## config.mk

```make
export PLATFORM = sky130hd
export DESIGN_NAME = mem_port_arbiter
export DESIGN_NICKNAME = d
export VERILOG_FILES = /design/src/rtl/mem_port_arbiter.sv
export SDC_FILE = /design/constraint.sdc
export NUM_CORES = 1
export LEC_CHECK = 0
export BUFFER_PORTS_ARGS = -buffer_cell sky130_fd_sc_hd__clkbuf_2
export CAP_MARGIN = 20
export CORE_AREA = 4 4 211 213
export DETAILED_ROUTE_END_ITERATION = 10
export DIE_AREA = 0 0 215 217
export PLACE_DENSITY_LB_ADDON = 0.25
export SYNTH_ARGS = -nofsm -noshare
export SYNTH_HDL_FRONTEND = slang
export SYNTH_SLANG_ARGS = --single-unit
```

## constraint.sdc

```tcl
create_clock -name clk -period 1.7 [get_ports clk]
set_input_delay 0.085 -clock clk [delete_from_list [all_inputs] [get_ports clk]]
set_output_delay 0.085 -clock clk [all_outputs]
set_load 0.005 [all_outputs]
```

## src/rtl/mem_port_arbiter.sv

```systemverilog
// Shares one memory port between IFU and LSU, one transaction in flight.
// LSU has priority, IFU has a starvation bound, and a stuck response times out.
module mem_port_arbiter #(
    parameter int ADDR_W         = 64,
    parameter int DATA_W         = 64,
    parameter int MAX_LSU_STREAK = 4,
    parameter int TIMEOUT        = 255
) (
    input  logic                clk,
    input  logic                rst_n,
    input  logic                ifu_req_valid,
    output logic                ifu_req_ready,
    input  logic [ADDR_W-1:0]   ifu_addr,
    output logic                ifu_resp_valid,
    output logic [DATA_W-1:0]   ifu_rdata,
    output logic                ifu_resp_err,
    input  logic                lsu_req_valid,
    output logic                lsu_req_ready,
    input  logic [ADDR_W-1:0]   lsu_addr,
    input  logic                lsu_wen,
    input  logic [DATA_W-1:0]   lsu_wdata,
    input  logic [DATA_W/8-1:0] lsu_wmask,
    output logic                lsu_resp_valid,
    output logic [DATA_W-1:0]   lsu_rdata,
    output logic                lsu_resp_err,
    output logic                mem_req_valid,
    input  logic                mem_req_ready,
    output logic [ADDR_W-1:0]   mem_addr,
    output logic                mem_wen,
    output logic [DATA_W-1:0]   mem_wdata,
    output logic [DATA_W/8-1:0] mem_wmask,
    input  logic                mem_resp_valid,
    input  logic [DATA_W-1:0]   mem_rdata,
    output logic                busy
);

    localparam int MW = DATA_W / 8;
    localparam int SW = $clog2(MAX_LSU_STREAK + 1);
    localparam int TW = $clog2(TIMEOUT + 1);

    localparam logic [1:0] S_IDLE = 2'd0;
    localparam logic [1:0] S_REQ  = 2'd1;
    localparam logic [1:0] S_RESP = 2'd2;

    logic [1:0]        r_state;
    logic              r_owner_lsu;
    logic [SW-1:0]     r_streak;
    logic [TW-1:0]     r_timer;
    logic [ADDR_W-1:0] r_addr;
    logic              r_wen;
    logic [DATA_W-1:0] r_wdata;
    logic [MW-1:0]     r_wmask;

    logic w_idle;
    logic w_resp_st;
    logic w_ifu_block;
    logic w_lsu_win;
    logic w_ifu_win;
    logic w_timeout;
    logic w_resp_fire;
    logic w_ifu_resp;
    logic w_lsu_resp;

    // Combinational outputs are held low while reset is asserted.
    assign w_idle      = (r_state == S_IDLE) && rst_n;
    assign w_resp_st   = (r_state == S_RESP) && rst_n;
    assign w_ifu_block = ifu_req_valid
                         && (r_streak == SW'(MAX_LSU_STREAK));
    assign w_lsu_win   = w_idle && lsu_req_valid && !w_ifu_block;
    assign w_ifu_win   = w_idle && ifu_req_valid && !w_lsu_win;

    assign w_timeout   = w_resp_st && !mem_resp_valid
                         && (r_timer == TW'(TIMEOUT - 1));
    assign w_resp_fire = w_resp_st && (mem_resp_valid || w_timeout);
    assign w_ifu_resp  = w_resp_fire && !r_owner_lsu;
    assign w_lsu_resp  = w_resp_fire && r_owner_lsu;

    assign ifu_req_ready  = w_ifu_win;
    assign lsu_req_ready  = w_lsu_win;

    assign ifu_resp_valid = w_ifu_resp;
    assign ifu_resp_err   = w_ifu_resp && w_timeout;
    assign ifu_rdata      = (w_ifu_resp && mem_resp_valid) ? mem_rdata : '0;

    assign lsu_resp_valid = w_lsu_resp;
    assign lsu_resp_err   = w_lsu_resp && w_timeout;
    assign lsu_rdata      = (w_lsu_resp && mem_resp_valid) ? mem_rdata : '0;

    assign mem_req_valid  = (r_state == S_REQ) && rst_n;
    assign mem_addr       = r_addr;
    assign mem_wen        = r_wen;
    assign mem_wdata      = r_wdata;
    assign mem_wmask      = r_wmask;
    assign busy           = (r_state != S_IDLE);

    always_ff @(posedge clk) begin
        if (!rst_n) begin
            r_state     <= S_IDLE;
            r_owner_lsu <= 1'b0;
            r_streak    <= '0;
            r_timer     <= '0;
            r_addr      <= '0;
            r_wen       <= 1'b0;
            r_wdata     <= '0;
            r_wmask     <= '0;
        end else begin
            case (r_state)
                S_IDLE: begin
                    if (w_lsu_win) begin
                        r_addr      <= lsu_addr;
                        r_wen       <= lsu_wen;
                        r_wdata     <= lsu_wdata;
                        r_wmask     <= lsu_wmask;
                        r_owner_lsu <= 1'b1;
                        r_state     <= S_REQ;
                        // Count only grants that made a waiting IFU lose.
                        if (!ifu_req_valid) begin
                            r_streak <= '0;
                        end else if (r_streak != SW'(MAX_LSU_STREAK)) begin
                            r_streak <= r_streak + SW'(1);
                        end
                    end else if (w_ifu_win) begin
                        r_addr      <= ifu_addr;
                        r_wen       <= 1'b0;
                        r_wdata     <= '0;
                        r_wmask     <= '0;
                        r_owner_lsu <= 1'b0;
                        r_state     <= S_REQ;
                        r_streak    <= '0;
                    end
                end
                S_REQ: begin
                    if (mem_req_ready) begin
                        r_state <= S_RESP;
                        r_timer <= '0;
                    end
                end
                S_RESP: begin
                    if (mem_resp_valid || w_timeout) begin
                        r_state <= S_IDLE;
                    end else begin
                        r_timer <= r_timer + TW'(1);
                    end
                end
                default: begin
                    r_state <= S_IDLE;
                end
            endcase
        end
    end

endmodule
```

==> impl_metrics.csv, run 1 <==
group,metric,value,unit
pwr,vdd_ir_drop_max,0.000622,V
hold_path,hold_path.class,"in2reg",
critical_path,crit_fanout,16,
placed_design,port_buffers,543,
flow_run,maxCapViolations,0,
logic_synthesis,seq_area_frac_synth,42.3,%
critical_path,cp-end-kind,"primary output",
finish,syn_to_final_growth,120,%
sta,rsz0062_at_grt,"yes",
logic_synthesis,dominantRegCellSynth,"dfxtp_1",
clocking,cts-root-buf,"clkbuf_16",
sta,relSlewSlack,35.6,%
grt,grt_antenna_before_repair,2,
logic_synthesis,ys_top_cells_by_count,"151 x dfxtp_1, 147 x nand2_1, 132 x a21oi_1, 132 x and2_1, 81 x nand3_1",
outcome,violations,"setup timing",
die,core-area,42700,µm²
critical_path,criticalPathCategory,"reg2out",
sta,period_share,120,%
routing,vias,9875,
clocking,clockBufferDepth,2,
die,rows,76,
pwr,power.density,633,nW/µm²
clocking,htree_levels,4,
logic_synthesis,synth_area,7150,µm²
logic_synthesis,synth_most_common_cell,"dfxtp_1",
grt,grt_pass1_wl,54600,µm
finish,drive_above_1_share,51.0,%
sta,setup_viol,274,
logic_synthesis,synth-async-reset-ratio,0,%
grt,grt.total_usage,14.8,%
die,start_util,16.8,%
sta,final_hold_viol_count,0,
grt,grt_max_degree,94,
sta,fin_crit,2040,ps
logic_synthesis,ys_seq_elements,151,
clocking,cts_made_buffers,17,
routing,drt_wl_total,41300,µm
critical_path,cp_data_required_time,1620,ps
finish,nets,1989,
routing,final_antenna_net_count,0,
logic_synthesis,synth.avg_cell_area,7.72,µm²
die,io_pins,544,
sta,tightest_slew,967,ps
placed_design,place_inst,1974,
clocking,clk_pin_slew,60,ps
sta,slew_viol_final,0,
clocking,clk_latency,450,ps
finish,final_util,36.9,%
logic_synthesis,syn_nets,1202,
logic_synthesis,synthTopCellsByArea,"dfxtp_1 42%, and2_1 12%, a21oi_1 9.2%",
outcome,run_status,"finished with violations",
logic_synthesis,synth_edf_count,0,
logic_synthesis,yosys.area.top_type,"dfxtp_1",
sta,finalClockSkew,8.62,ps
sta,max_freq,490,MHz
logic_synthesis,ys_types,47,
logic_synthesis,synthDominantCellAreaShare,42.3,%
clocking,cts_tree,"done",
routing,vias_per_cell,4.34,
die,die_y,217,µm
sta,setup-tns-final,-61330,ps
routing,drc,0,
placed_design,place_hpwl,24700,µm
die,die_w,215,µm
routing,drtIter0Drc,504,
sta,worst_slack,-342,ps
clocking,cts_sinks,151,
die,dieArea,46700,µm²
grt,first_global_vias,9739,
logic_synthesis,synth_warnings,0,
logic_synthesis,netlist_instances,927,
finish,final_cells,2274,
routing,wire_per_inst,18.1,µm
grt,overflow,0,
placed_design,globalplace.congestion,0.798,
placed_design,dpl_worst_slack,-2.57,ps
critical_path,cp-start-kind,"flip-flop",
routing,drt_first_pass_iters,4,
pwr,p_leak,7.18,nW
finish,fillers,4260,
critical_path,arrival,1960,ps
==> flip-flops by register name, indices dropped and copies added, names as in the netlist <==
signal,cells
mem_addr,64
mem_wdata,64
mem_wen,1
mem_wmask,8
r_owner_lsu,1
r_state,2
r_streak,3
r_timer,8
==> repair_timing <==
| action | 4_1_cts | 5_1_grt |
|---|---|---|
| cloned | 8 | 25 |
| hold buffers | 202 | 0 |
| buffers inserted | 14 | 19 |
| endpoints found under the setup margin | 134 | 279 |
| pin swaps | 5 | 143 |
| endpoints found under the hold margin | 139 | 0 |
| resized for setup | 22 | 452 |
==> layout by cell type, fill, tap and decap left out, types with 26 or more instances in the layout <==
master	Yosys	routed
clkbuf_16	0	34
clkbuf_2	6	439
dlygate4sd3_1	0	202
and2_1	132	32
nand2_1	147	133
buf_4	1	42
o21ai_0	68	44
buf_6	0	104
a21boi_0	72	33
a21boi_1	1	26
dfxtp_1	151	148
nand3_1	81	54
a21oi_1	132	117
and2_4	0	100
==> report_power, final <==
group          internal, W  total [W]  switching, W  leakage, nW
logic              0.00130    0.00241       0.00111         5.68
clock network      0.00209    0.00368       0.00159        0.266
registers          0.00376    0.00389      0.000132         1.24
total              0.00715    0.00998       0.00283         7.18
==> worst max-delay path: stages (launching register included) <==
cell and delay, ps:
dfxtp_2 330, and2b_2 240, and2_4 150, and3_4 310
clkbuf_16 210, and2_1 150, clkbuf_2 120
==> cells by family (layout without fill, tap and decap cells) <==
group | count (synthesis) | in the layout | share of synthesized area [%]
AND/OR/NAND/NOR | 393 | 393 | 27.9
AO/OA/AOI/OAI | 288 | 288 | 23.6
buffers and inverters | 89 | 889 | 5.25
adder cells (fa/ha/maj) | 4 | 4 | 0.700
flip-flops | 151 | 151 | 42.3
other | 0 | 1 | 0
multiplexers | 2 | 2 | 0.280
==> final timing paths <==
check                                  start                         end  slack, ps  depth (start not counted)
hold / removal                  lsu_addr[18]   mem_addr[18]$_SDFFE_PN0P_         50                          3
setup / recovery     r_state[0]$_SDFFE_PN0P_               lsu_rdata[53]       -340                          6
setup reg to reg     r_state[1]$_SDFFE_PN0P_   mem_addr[35]$_SDFFE_PN0P_       -250                         11
hold reg to reg   mem_wdata[29]$_SDFFE_PN0P_  mem_wdata[29]$_SDFFE_PN0P_        460                          2
==> through the flow <==
stage          total power, W  hold slack [ps]  area [µm²]
6_report              0.00998             45.5       15800
5_1_grt                0.0104             39.7       15800
2_1_floorplan         0.00456              219        7150
3_3_place_gp          0.00546              310       10700
3_5_place_dp          0.00546              313       10700
4_1_cts               0.00972             2.89       13700
==> cell type report <==
cell class	count	area, µm²	share of cell area [%]
repair buffers	851	6960	44.2
diodes	1	2.50	0.0159
clock inverters	7	70.1	0.444
multi-input cells	687	4520	28.6
well taps	546	683	4.33
clock buffers	25	475	3.01
inverters	6	30.0	0.190
flip-flops and latches	151	3030	19.2
==> layer usage <==
layer,wire (µm),vias to the layer above,GRT usage (%)
met5,13,-,0
li1,-,4734,-
met2,20300,451,25.6
met4,1230,2,6.59
met3,2710,66,3.98
met1,17000,4622,17.2
Power figures use the tool's default switching activity.
==> run 2: changes to the inputs <==
Settings changed: CORE_AREA 4 4 211 213 to 2 2 209 211, CTS_BUF_LIST from default to sky130_fd_sc_hd__clkbuf_16, DIE_AREA 0 0 215 217 to 0 0 211 213, HOLD_SLACK_MARGIN from default to 0.06.
==> run 2 against run 1 <==
Net effect:
- highest routed layer is now met4
- the run still ends with setup timing left
- clock skew about the same
- core utilization increased by 2.3 points
- count of clock-buffer cells in the layout decreased by 8
- sequential share of layout area decreased by 1.1 points
- clock power increased by 4%
- sequential power increased by 2%
- sequential cell count unchanged
==> impl_metrics.csv, run 2 (synthesis results as in run 1) <==
group,metric,value,unit
outcome,run_status,"finished with violations",
outcome,violations,"setup timing",
routing,drtIter0Drc,488,
placed_design,dpl_worst_slack,-44.4,ps
finish,layout_commonest_cell,"clkbuf_2",
critical_path,cp-start-kind,"flip-flop",
sta,finalClockSkew,8.59,ps
grt,grt.total_usage,16.5,%
routing,vias_per_cell,4.46,
die,dieArea,44900,µm²
die,io_pins,544,
routing,wire_per_inst,19.5,µm
grt,overflow,0,
placed_design,placed_cell_area,10700,µm²
finish,antenna_cells,0,
die,die_y,213,µm
die,die_w,211,µm
critical_path,cp-end-kind,"primary output",
pwr,power.density,645,nW/µm²
routing,drt_first_pass_iters,5,
placed_design,globalplace.congestion,0.767,
placed_design,place_hpwl,23900,µm
sta,max_freq,484,MHz
finish,drive_above_1_share,57.3,%
routing,drc,0,
grt,grt_pass1_wl,55400,µm
pwr,p_leak,7.69,nW
clocking,clockBufferDepth,2,
hold_path,hp-start,"rst_n",
die,rows,76,
critical_path,critPathMaxStageDelay,350,ps
sta,rsz0062_at_grt,"yes",
critical_path,crit_fanout,9,
clocking,htree_levels,4,
critical_path,arrival,1980,ps
finish,syn_to_final_growth,134,%
clocking,cts_tree,"done",
critical_path,crit_slowest_cell,"dfxtp_2",
grt,first_global_vias,9718,
finish,fillers,4182,
routing,final_antenna_net_count,0,
critical_path,reg2reg_to,"mem_addr[49]$_SDFFE_PN0P_",
hold_path,hold_end,"r_timer[6]$_SDFFE_PN0P_",
routing,drt_wl_total,44600,µm
clocking,clk_pin_slew,60,ps
critical_path,rr_startpoint,"r_state[0]$_SDFFE_PN0P_",
flow_run,maxCapViolations,0,
sta,worst_slack,-365,ps
clocking,cts-root-buf,"clkbuf_16",
hold_path,holdPathStages,4,
critical_path,ff2ff_path_depth,10,
hold_path,hold_path.class,"in2reg",
critical_path,ff2ff_setup_slack,-190,ps
critical_path,crit_chain,"and2b_2 > and2_4 > and3_4 > buf_12 > buf_8 > and2_1 > clkbuf_2",
sta,relSlewSlack,62.0,%
critical_path,cp_data_required_time,1620,ps
clocking,cts_sinks,151,
die,start_util,16.8,%
finish,final_cell_mix,"520 x clkbuf_2, 205 x dlygate4sd3_1, 149 x dfxtp_1",
routing,vias,10200,
sta,final_hold_viol_count,0,
clocking,cts_made_buffers,17,
die,core-area,42700,µm²
grt,grt_max_degree,95,
pwr,vdd_ir_drop_max,0.000687,V
finish,nets,2006,
grt,grt_antenna_before_repair,0,
sta,tightest_slew,570,ps
placed_design,port_buffers,543,
sta,period_share,121,%
critical_path,criticalPathCategory,"reg2out",
sta,slew_viol_final,0,
clocking,clk_latency,480,ps
sta,fin_crit,2070,ps
sta,setup_viol,270,
finish,design_area,16700,µm²
## run 2: worst max-delay path by stage
| stage | endpoint | slack [ps] | from |
|---|---|---|---|
| finish | lsu_rdata[37] | -370 | r_state[0]$_SDFFE_PN0P_ |
| global route | lsu_rdata[10] | -450 | r_state[0]$_SDFFE_PN0P_ |
| CTS | ifu_resp_valid | -400 | r_state[1]$_SDFFE_PN0P_ |
| detailed placement | mem_addr[41]$_SDFFE_PN0P_ | -40 | r_streak[0]$_SDFFE_PN0P_ |
| global placement | mem_addr[41]$_SDFFE_PN0P_ | 7 | r_streak[0]$_SDFFE_PN0P_ |
| floorplan | ifu_resp_valid | 120 | r_state[1]$_SDFFE_PN0P_ |
## run 2: layout make-up
cell class / count / area, µm² / area share (%)
well taps: 546 / 683 / 4.08
inverters: 6 / 30.0 / 0.179
clock inverters: 15 / 141 / 0.845
multi-input cells: 687 / 5390 / 32.2
clock buffers: 17 / 425 / 2.54
flip-flops and latches: 151 / 3030 / 18.1
repair buffers: 868 / 7040 / 42.1
## run 2: worst max-delay path: cells and delay by family, from the launching register on
family        cells  cell delay [ps]
simple gates      4              760
buf+inv           3              390
flops             1              350
## run 2: stage by stage
stage	std cells	hold WS, ps	total power, W	util, %	TNS (ps)
5_1_grt	2290	178	0.0112	39.2	-74850
2_1_floorplan	927	219	0.00456	-	0
3_3_place_gp	1970	309	0.00544	25.0	0
3_5_place_dp	1970	313	0.00545	25.0	-44.4
6_report	2290	144	0.0108	39.2	-51390
4_1_cts	2254	85.6	0.0102	33.8	-61330
## run 2: per-layer routing
layer	GRT usage [%]	up-vias	share of wire [%]
li1	-	4794	-
met1	18.1	4879	39
met2	29.0	455	50
met3	4.59	95	6.7
met4	8.43	0	4.2
met5	0	-	0
## run 2: what timing repair did
| action | in CTS | in global routing |
|---|---|---|
| setup endpoints to repair | 148 | 278 |
| hold buffers | 206 | 0 |
| pin swaps | 42 | 223 |
| endpoints found under the hold margin | 146 | 0 |
| buffers inserted | 28 | 11 |
| gates cloned | 20 | 35 |
| resized for setup | 141 | 466 |
## run 2: power breakdown
group	switching, W	internal [W]
clock	0.00179	0.00204
combinational	0.00140	0.00162
sequential	0.000188	0.00376
